`config.mk`:
```
export PLATFORM = sky130hd
export DESIGN_NAME = resp_out_queue_flat
export DESIGN_NICKNAME = d
export VERILOG_FILES = /design/src/rtl/resp_out_queue_if.sv /design/src/rtl/resp_out_queue.sv /design/src/flat_wrapper.sv
export SDC_FILE = /design/constraint.sdc
export NUM_CORES = 1
export LEC_CHECK = 0
export BUFFER_PORTS_ARGS = -buffer_cell sky130_fd_sc_hd__buf_2
export CAP_MARGIN = 20
export CORE_MARGIN = 4
export CORE_UTILIZATION = 55
export DETAILED_ROUTE_END_ITERATION = 10
export GPL_TIMING_DRIVEN = 0
export PLACE_DENSITY = 0.83
export SETUP_SLACK_MARGIN = 0.3
export SLEW_MARGIN = 25
export SYNTH_ARGS = -nofsm -noshare
export SYNTH_HDL_FRONTEND = slang
export SYNTH_SLANG_ARGS = --single-unit
```
`constraint.sdc`:
```
create_clock -name c_clk -period 4.2 [get_ports c_clk]
set_input_delay 0 -clock c_clk [delete_from_list [all_inputs] [get_ports c_clk]]
set_output_delay 0 -clock c_clk [all_outputs]
set_load 0.02 [all_outputs]
```
`src/rtl/resp_out_queue_if.sv`:
```
// rtl/resp_out_queue_if.sv - response input, head presentation and status bundle for resp_out_queue
interface resp_out_queue_if #(
    parameter int CW = 3
);
    logic [0:31]   req_data;
    logic [0:1]    req_resp;
    logic [0:31]   out_data;
    logic [0:1]    out_resp;
    logic          out_ack;
    logic          full;
    logic [0:CW-1] count;
    logic [0:7]    drop_cnt;

    modport master (
        output req_data, req_resp, out_ack,
        input  out_data, out_resp, full, count, drop_cnt
    );

    modport slave (
        input  req_data, req_resp, out_ack,
        output out_data, out_resp, full, count, drop_cnt
    );
endinterface

```
`src/rtl/resp_out_queue.sv`:
```
// rtl/resp_out_queue.sv - response FIFO with hold-until-ack head and drop counter (RESP_STATS_EN)
module resp_out_queue #(
    parameter int DEPTH = 4,
    parameter int CW    = 3
) (
    input  logic             c_clk,
    input  logic             reset,
    resp_out_queue_if.slave  bus
);
    localparam int AW = $clog2(DEPTH);

    logic [0:31]   mem_data [DEPTH];
    logic [0:1]    mem_resp [DEPTH];
    logic [AW-1:0] wr_ptr;
    logic [AW-1:0] rd_ptr;
    logic [CW-1:0] occ;

    logic push;
    logic pop;
    logic is_full;
    logic accept;

    assign push    = (bus.req_resp != 2'b00);
    assign pop     = bus.out_ack && (occ != '0);
    assign is_full = (occ == CW'(DEPTH));
    // A pop in the same cycle frees the slot, so a full queue still accepts.
    assign accept  = push && (!is_full || pop);

    always_ff @(posedge c_clk) begin
        if (!reset) begin
            wr_ptr <= '0;
            rd_ptr <= '0;
            occ    <= '0;
        end else begin
            if (accept) begin
                wr_ptr <= wr_ptr + AW'(1);
            end
            if (pop) begin
                rd_ptr <= rd_ptr + AW'(1);
            end
            if (accept && !pop) begin
                occ <= occ + CW'(1);
            end else if (pop && !accept) begin
                occ <= occ - CW'(1);
            end
        end
    end

    always_ff @(posedge c_clk) begin
        if (reset && accept) begin
            mem_data[wr_ptr] <= bus.req_data;
            mem_resp[wr_ptr] <= bus.req_resp;
        end
    end

    always_comb begin
        bus.out_data = '0;
        bus.out_resp = 2'b00;
        if (occ != '0) begin
            bus.out_data = mem_data[rd_ptr];
            bus.out_resp = mem_resp[rd_ptr];
        end
    end

    assign bus.full  = is_full;
    assign bus.count = occ;

`ifdef RESP_STATS_EN
    logic [7:0] drop_q;

    always_ff @(posedge c_clk) begin
        if (!reset) begin
            drop_q <= '0;
        end else if (push && is_full && !pop && (drop_q != 8'hFF)) begin
            drop_q <= drop_q + 8'd1;
        end
    end

    assign bus.drop_cnt = drop_q;
`else
    assign bus.drop_cnt = '0;
`endif
endmodule

```
`src/flat_wrapper.sv`:
```
// flat-port wrapper written by rule: the top's interface ports become plain ports
module resp_out_queue_flat 
#(
    parameter int DEPTH = 4,
    parameter int CW    = 3
)
  (c_clk, reset, bus_req_data, bus_req_resp, bus_out_ack, bus_out_data, bus_out_resp, bus_full, bus_count, bus_drop_cnt);
  resp_out_queue_if #(.CW(CW)) bus_i ();
  input  logic c_clk;
  input  logic reset;
  input wire logic [$bits(bus_i.req_data)-1:0] bus_req_data;
  input wire logic [$bits(bus_i.req_resp)-1:0] bus_req_resp;
  input wire logic [$bits(bus_i.out_ack)-1:0] bus_out_ack;
  output wire logic [$bits(bus_i.out_data)-1:0] bus_out_data;
  output wire logic [$bits(bus_i.out_resp)-1:0] bus_out_resp;
  output wire logic [$bits(bus_i.full)-1:0] bus_full;
  output wire logic [$bits(bus_i.count)-1:0] bus_count;
  output wire logic [$bits(bus_i.drop_cnt)-1:0] bus_drop_cnt;
  assign bus_i.req_data = bus_req_data;
  assign bus_i.req_resp = bus_req_resp;
  assign bus_i.out_ack = bus_out_ack;
  assign bus_out_data = bus_i.out_data;
  assign bus_out_resp = bus_i.out_resp;
  assign bus_full = bus_i.full;
  assign bus_count = bus_i.count;
  assign bus_drop_cnt = bus_i.drop_cnt;
  resp_out_queue #(.DEPTH(DEPTH), .CW(CW)) u_core (.c_clk(c_clk), .reset(reset), .bus(bus_i));
endmodule
```
==> reports/qor.yml, run 1 <==
status: "complete, no violations"
stdcell_count: 562
drive_gt1_share_pct: 36.4
synth.area.top_cells: "edfxtp_1 (71%), mux4_2 (12%), dfxtp_1 (3.1%)"
rows: 37
critPathTopFamily: "adder cells"
path_cells: "nor3b_1, a21oi_2, ha_1, inv_1, fa_1, xor2_1, or3_1, a21boi_0"
die_area_um2: 12100
regArea_um2: 4260
port_buffers: 74
cts_sinks: 145
rrSetupSlack_ps: 1920
final_cell_mix: "edfxtp_1 (136), buf_2 (77), dlygate4sd3_1 (36)"
grt_pass1_wl_mm: 16.3
fmax_mhz: 439
min_path_type: "in2reg"
avgSynthCellArea_um2: 20.9
clockBufferDepth: 2
finalMaxSlewViolations: 0
min_delay_worst_endpoint: "u_core.mem_data[3][28]"
mostFrequentLayoutCell: "edfxtp_1"
htreeDepth: 4
cts_made_buffers: 17
dp_hpwl_mm: 6.20
start_util_pct: 56.1
cpPeakStageDelay_ps: 460
syn_area_um2: 5740
antenna_found_initial: 0
antenna_cells: 0
hold_viol_final: 0
dr.first_iter.drc_count: 127
slew_headroom_pct: 62.2
dieWidth_um: 110
finish.net_count: 457
drv_cap: 0
fillers: 640
grt_max_degree: 24
period_needed_ps: 2280
syn2layout_area_growth_pct: 27.4
grt_pass1_vias: 3107
ant_nets: 0
placedCellCount: 495
synth.top_cell.area_share_pct: 71.2
clkSlewWorstSetupHoldPaths_ps: 60
worst_pin_slew_ps: 565
power.density_nw_per_um2: 608
worst-path-max-fanout: 7
crit_arrival_ps: 2720
cp-startpoint: "u_core.bus.count[2]"
grt_overflow: 0
clkLatencyLatePin_ps: 510
cts_tree: "yes"
first_pass_iters: 4
power_leakage_nw: 2.67
multi_input_area_um2: 1320
cts_setup_buffers: 0
worstSetupEndpointType: "flip-flop"
crit_buf_inv: 1
tns_ps: 0
cts_resized: 0
holdCritStartpoint: "bus_req_data[28]"
min_path_cells: 2
synthCells: 274
remaining_drc_errors: 0
setup_viol: 0
die_h_um: 110
gp_congestion: 0.672
hold-worst-slack_ps: 238
core-area_um2: 10200
grt.total_usage_pct: 18.8
timing.rr.start: "u_core.bus.count[2]"
reg2reg_depth: 8
finClkSkew_ps: 7.44
yosys_warnings: 0
vias: 2878
synth_top_cell_by_area: "edfxtp_1"
critPathRequiredTime_ps: 4640
slowest_stage: "dfxtp_1"
wl_mm: 10.1
post_drt_wl_per_cell_um: 18.0
critical_path_class: "reg2reg"
fin_crit_sh_pct: 54.2
cp-start-kind: "flip-flop"
io_pins: 83
synth.distinct_cells: 29
yosysSeqAreaShare_pct: 74.3
reg2reg_to: "u_core.bus.count[0]"
irDropWorstVdd_uv: 358
rsz0062_at_grt: "false"
ys_seq_elements: 145
viasPerCell: 5.12
cts_root_buffer: "clkbuf_8"
state kept, by name, summed over array words and instances (netlist names), named ones only:
signal / flops
u_core.wr_ptr: 2
u_core.bus.count: 3
u_core.rd_ptr: 2
u_core.mem_resp: 8
u_core.mem_data: 128
area by class of cell:
| cell class | count | share of cell area (%) |
|---|---|---|
| inverter | 4 | 0.205 |
| multi-input combinational | 112 | 18.1 |
| clock inverter | 8 | 1.23 |
| buffer | 20 | 2.26 |
| clock buffer | 23 | 6.11 |
| tap | 136 | 2.33 |
| sequential | 145 | 58.3 |
| timing repair buffer | 114 | 11.4 |
metal layers:
layer / track usage, % / vias to the layer above / part of all wire [%] / wire, um
li1: - / 1351 / - / -
met3: 5.30 / 9 / 4.7 / 474
met2: 32.4 / 76 / 54 / 5480
met4: 6.95 / 0 / 1.0 / 105
met1: 22.9 / 1442 / 40 / 4030
met5: 0 / - / 0 / 0
power breakdown:
part           internal [mW]  total [mW]  switching (mW)
combinational          0.604        1.31           0.710
sequential              1.72        1.77          0.0487
clock                  0.850        1.36           0.512
total                   3.18        4.45            1.27
cell usage after synthesis:
master,count
edfxtp_1,136
mux4_2,30
mux2i_1,3
xor2_1,1
buf_6,1
dfxtp_1,9
o21ai_0,2
ha_1,5
buf_12,3
buf_2,3
conb_1,1
xnor2_1,2
inv_1,4
nor3b_1,1
buf_4,8
o31ai_1,1
and2b_1,10
clkbuf_1,5
nand2_1,5
or3_1,2
mux4_1,4
fa_1,1
nor2b_1,25
a21boi_0,2
and3_1,4
nor2_1,1
nor3_2,1
and2_1,3
a21oi_2,1
metrics by stage:
| stage | worst slack (ps) | util (%) | total power [mW] | instance area [um^2] |
|---|---|---|---|---|
| global route | 1700 | 71.4 | 4.67 | 7310 |
| finish | 1920 | 71.4 | 4.45 | 7310 |
| global placement | 1350 | 61.6 | 3.06 | 6300 |
| detailed placement | 1930 | 62.7 | 3.11 | 6410 |
| CTS | 1810 | 71.4 | 4.50 | 7310 |
| floorplan | 1770 | - | 2.72 | 5760 |
worst reg2reg max path, stage by stage (launching register included):
cell and delay [ps]:
dfxtp_1 460, nor3b_1 120, a21oi_2 310, ha_1 260, inv_1 60, fa_1 370
xor2_1 160, or3_1 300, a21boi_0 160
cell families after synthesis:
logic type | share of synthesized area [%]
other cells | 0.0654
fa+ha+maj | 1.44
simple gates | 5.71
mux | 14.1
buf+inv | 3.14
flops | 74.3
xor+xnor | 0.458
compound gates | 0.720
how the worst max path moves through the flow:
stage               slack, ps  depth (start not counted)                endpoint
CTS                      1810                          4        bus_out_data[13]
detailed placement       1930                          8     u_core.bus.count[0]
finish                   1920                          8     u_core.bus.count[0]
global placement         1350                          3  u_core.mem_data[2][20]
global route             1700                          4        bus_out_data[15]
floorplan                1770                          8     u_core.bus.count[0]
repair_timing:
item                       4_1_cts  5_1_grt
hold buffers                    36        0
hold endpoints to repair       145        0
setup endpoints to repair        0        0
Power figures use the tool's default switching activity.
==> run 2: changes to the inputs <==
==> constraint.sdc (replaced) <==
create_clock -name c_clk -period 2.1 [get_ports c_clk]
set_input_delay 0 -clock c_clk [delete_from_list [all_inputs] [get_ports c_clk]]
set_output_delay 0 -clock c_clk [all_outputs]
set_load 0.02 [all_outputs]
==> reports/qor.yml, run 2 (synthesis results as in run 1) <==
cts_made_buffers: 17  # unchanged
regMostFlops: "u_core.mem_data"
reg2reg_depth: 7  # -1
largest_register_ffs: 128  # unchanged
final_core_util_pct: 78.2  # +6.8 points
antenna_cells: 0  # unchanged
fin_crit_sh_pct: 96.9
vias: 3052  # +6.0%
grt_overflow: 0  # unchanged
post_drt_wl_per_cell_um: 20.0  # +11%
drv_cap: 0  # unchanged
clockBufferDepth: 2  # unchanged
mostFrequentLayoutCell: "edfxtp_1"
status: "complete, no violations"
io_pins: 83  # unchanged
irDropWorstVdd_uv: 905  # +150%
clkLatencyLatePin_ps: 520  # about the same
power_leakage_nw: 2.94  # +9.9%
power.density_nw_per_um2: 1340  # +120%
finish.net_count: 471  # +3.1%
crit_arrival_ps: 2030  # -690 ps
worstSetupEndpointType: "output pin"
grt_pass1_wl_mm: 16.8  # +2.7%
slew_headroom_pct: 63.8  # +1.7 points
grt_max_degree: 35  # +46%
drive_gt1_share_pct: 48.1  # +12 points
final_cell_mix: "edfxtp_1 (136), buf_2 (45), dlygate4sd3_1 (36)"
cp-start-kind: "flip-flop"
finalPower_mw: 10.7  # +140%
start_util_pct: 56.1  # unchanged
first_pass_iters: 4  # unchanged
viasPerCell: 5.29  # +3.3%
worst-path-max-fanout: 7  # unchanged
die_h_um: 110  # unchanged
hold-worst-slack_ps: 228  # -10.3 ps
core-area_um2: 10200  # unchanged
wl_mm: 11.5  # +14%
remaining_drc_errors: 0  # unchanged
dp_hpwl_mm: 5.77  # -6.8%
dr.first_iter.drc_count: 132  # +3.9%
tns_ps: 0  # unchanged
htreeDepth: 4  # unchanged
ant_nets: 0  # unchanged
gp_congestion: 0.693  # +3.1%
finalMaxSlewViolations: 0  # unchanged
finClkSkew_ps: 5.47  # -1.97 ps
rsz0062_at_grt: "true"
cts_sinks: 145  # unchanged
cts_tree: "yes"
dieWidth_um: 110  # unchanged
antenna_found_initial: 0  # unchanged
grt.total_usage_pct: 19.5  # +0.62 points
die_area_um2: 12100  # unchanged
critPathRequiredTime_ps: 2100  # -2540 ps
critical_path_class: "reg2out"
grt_pass1_vias: 3130  # +0.74%
fmax_mhz: 491
min_path_type: "in2reg"
cts_root_buffer: "clkbuf_8"
hold_viol_final: 0  # unchanged
rows: 37  # unchanged
port_buffers: 74  # unchanged
rrSetupSlack_ps: 200  # -1720 ps
period_needed_ps: 2030
clkSlewWorstSetupHoldPaths_ps: 60  # about the same
setup_viol: 0  # unchanged
worst_pin_slew_ps: 543  # -21.8 ps
min_path_cells: 2  # unchanged
syn2layout_area_growth_pct: 39.5
==> run 2: where the power goes <==
| part | leakage, nW | internal (mW) | total [mW] | switching (mW) |
|---|---|---|---|---|
| registers | 1.32 | 3.46 | 3.59 | 0.134 |
| clock network | 0.293 | 1.95 | 3.12 | 1.17 |
| logic | 1.33 | 2.16 | 3.98 | 1.82 |
==> run 2: final timing paths <==
check                                    startpoint                endpoint
worst max-delay path                      flip-flop         bus_out_data[7]
worst min-delay path               bus_req_data[28]  u_core.mem_data[0][28]
worst max register to register  u_core.bus.count[0]     u_core.bus.count[0]
worst min register to register     u_core.rd_ptr[1]               flip-flop
==> run 2: layer usage <==
layer	up-vias	track usage, %	wire [um]
met5	-	0	0
met4	0	5.28	105
met3	10	6.41	752
met2	109	32.2	5970
met1	1545	25.1	4690
li1	1388	-	-
==> run 2: cell type report <==
cell class | count | area, um^2
multi-input combinational | 116 | 1590
clock inverter | 14 | 204
inverter | 4 | 15.0
sequential | 145 | 4280
buffer | 20 | 198
fill | 545 | 2230
clock buffer | 18 | 418
timing repair buffer | 124 | 1130
tap | 136 | 170
==> run 2: repair_timing <==
item,4_1_cts,5_1_grt
pin swaps,5,5
resized for setup,61,69
setup endpoints to repair,171,171
hold buffers,36,0
buffers inserted,10,1
endpoints found under the hold margin,143,0
cloned,3,4
==> run 2: stage by stage <==
step | std cells | setup WS [ps] | cell area (um^2)
floorplan | 281 | 164 | 5830
global placement | 491 | 68.7 | 6370
detailed placement | 491 | 49.9 | 6370
CTS | 572 | 32.4 | 7730
global route | 577 | -19.8 | 8000
finish | 577 | 65.4 | 8000
==> run 2: critical path, cell delays in order, from the launching register on <==
cell,delay (ps)
dfxtp_2,340
buf_12,140
buf_6,110
buf_12,110
mux4_2,500
and2b_1,180
buf_6,130
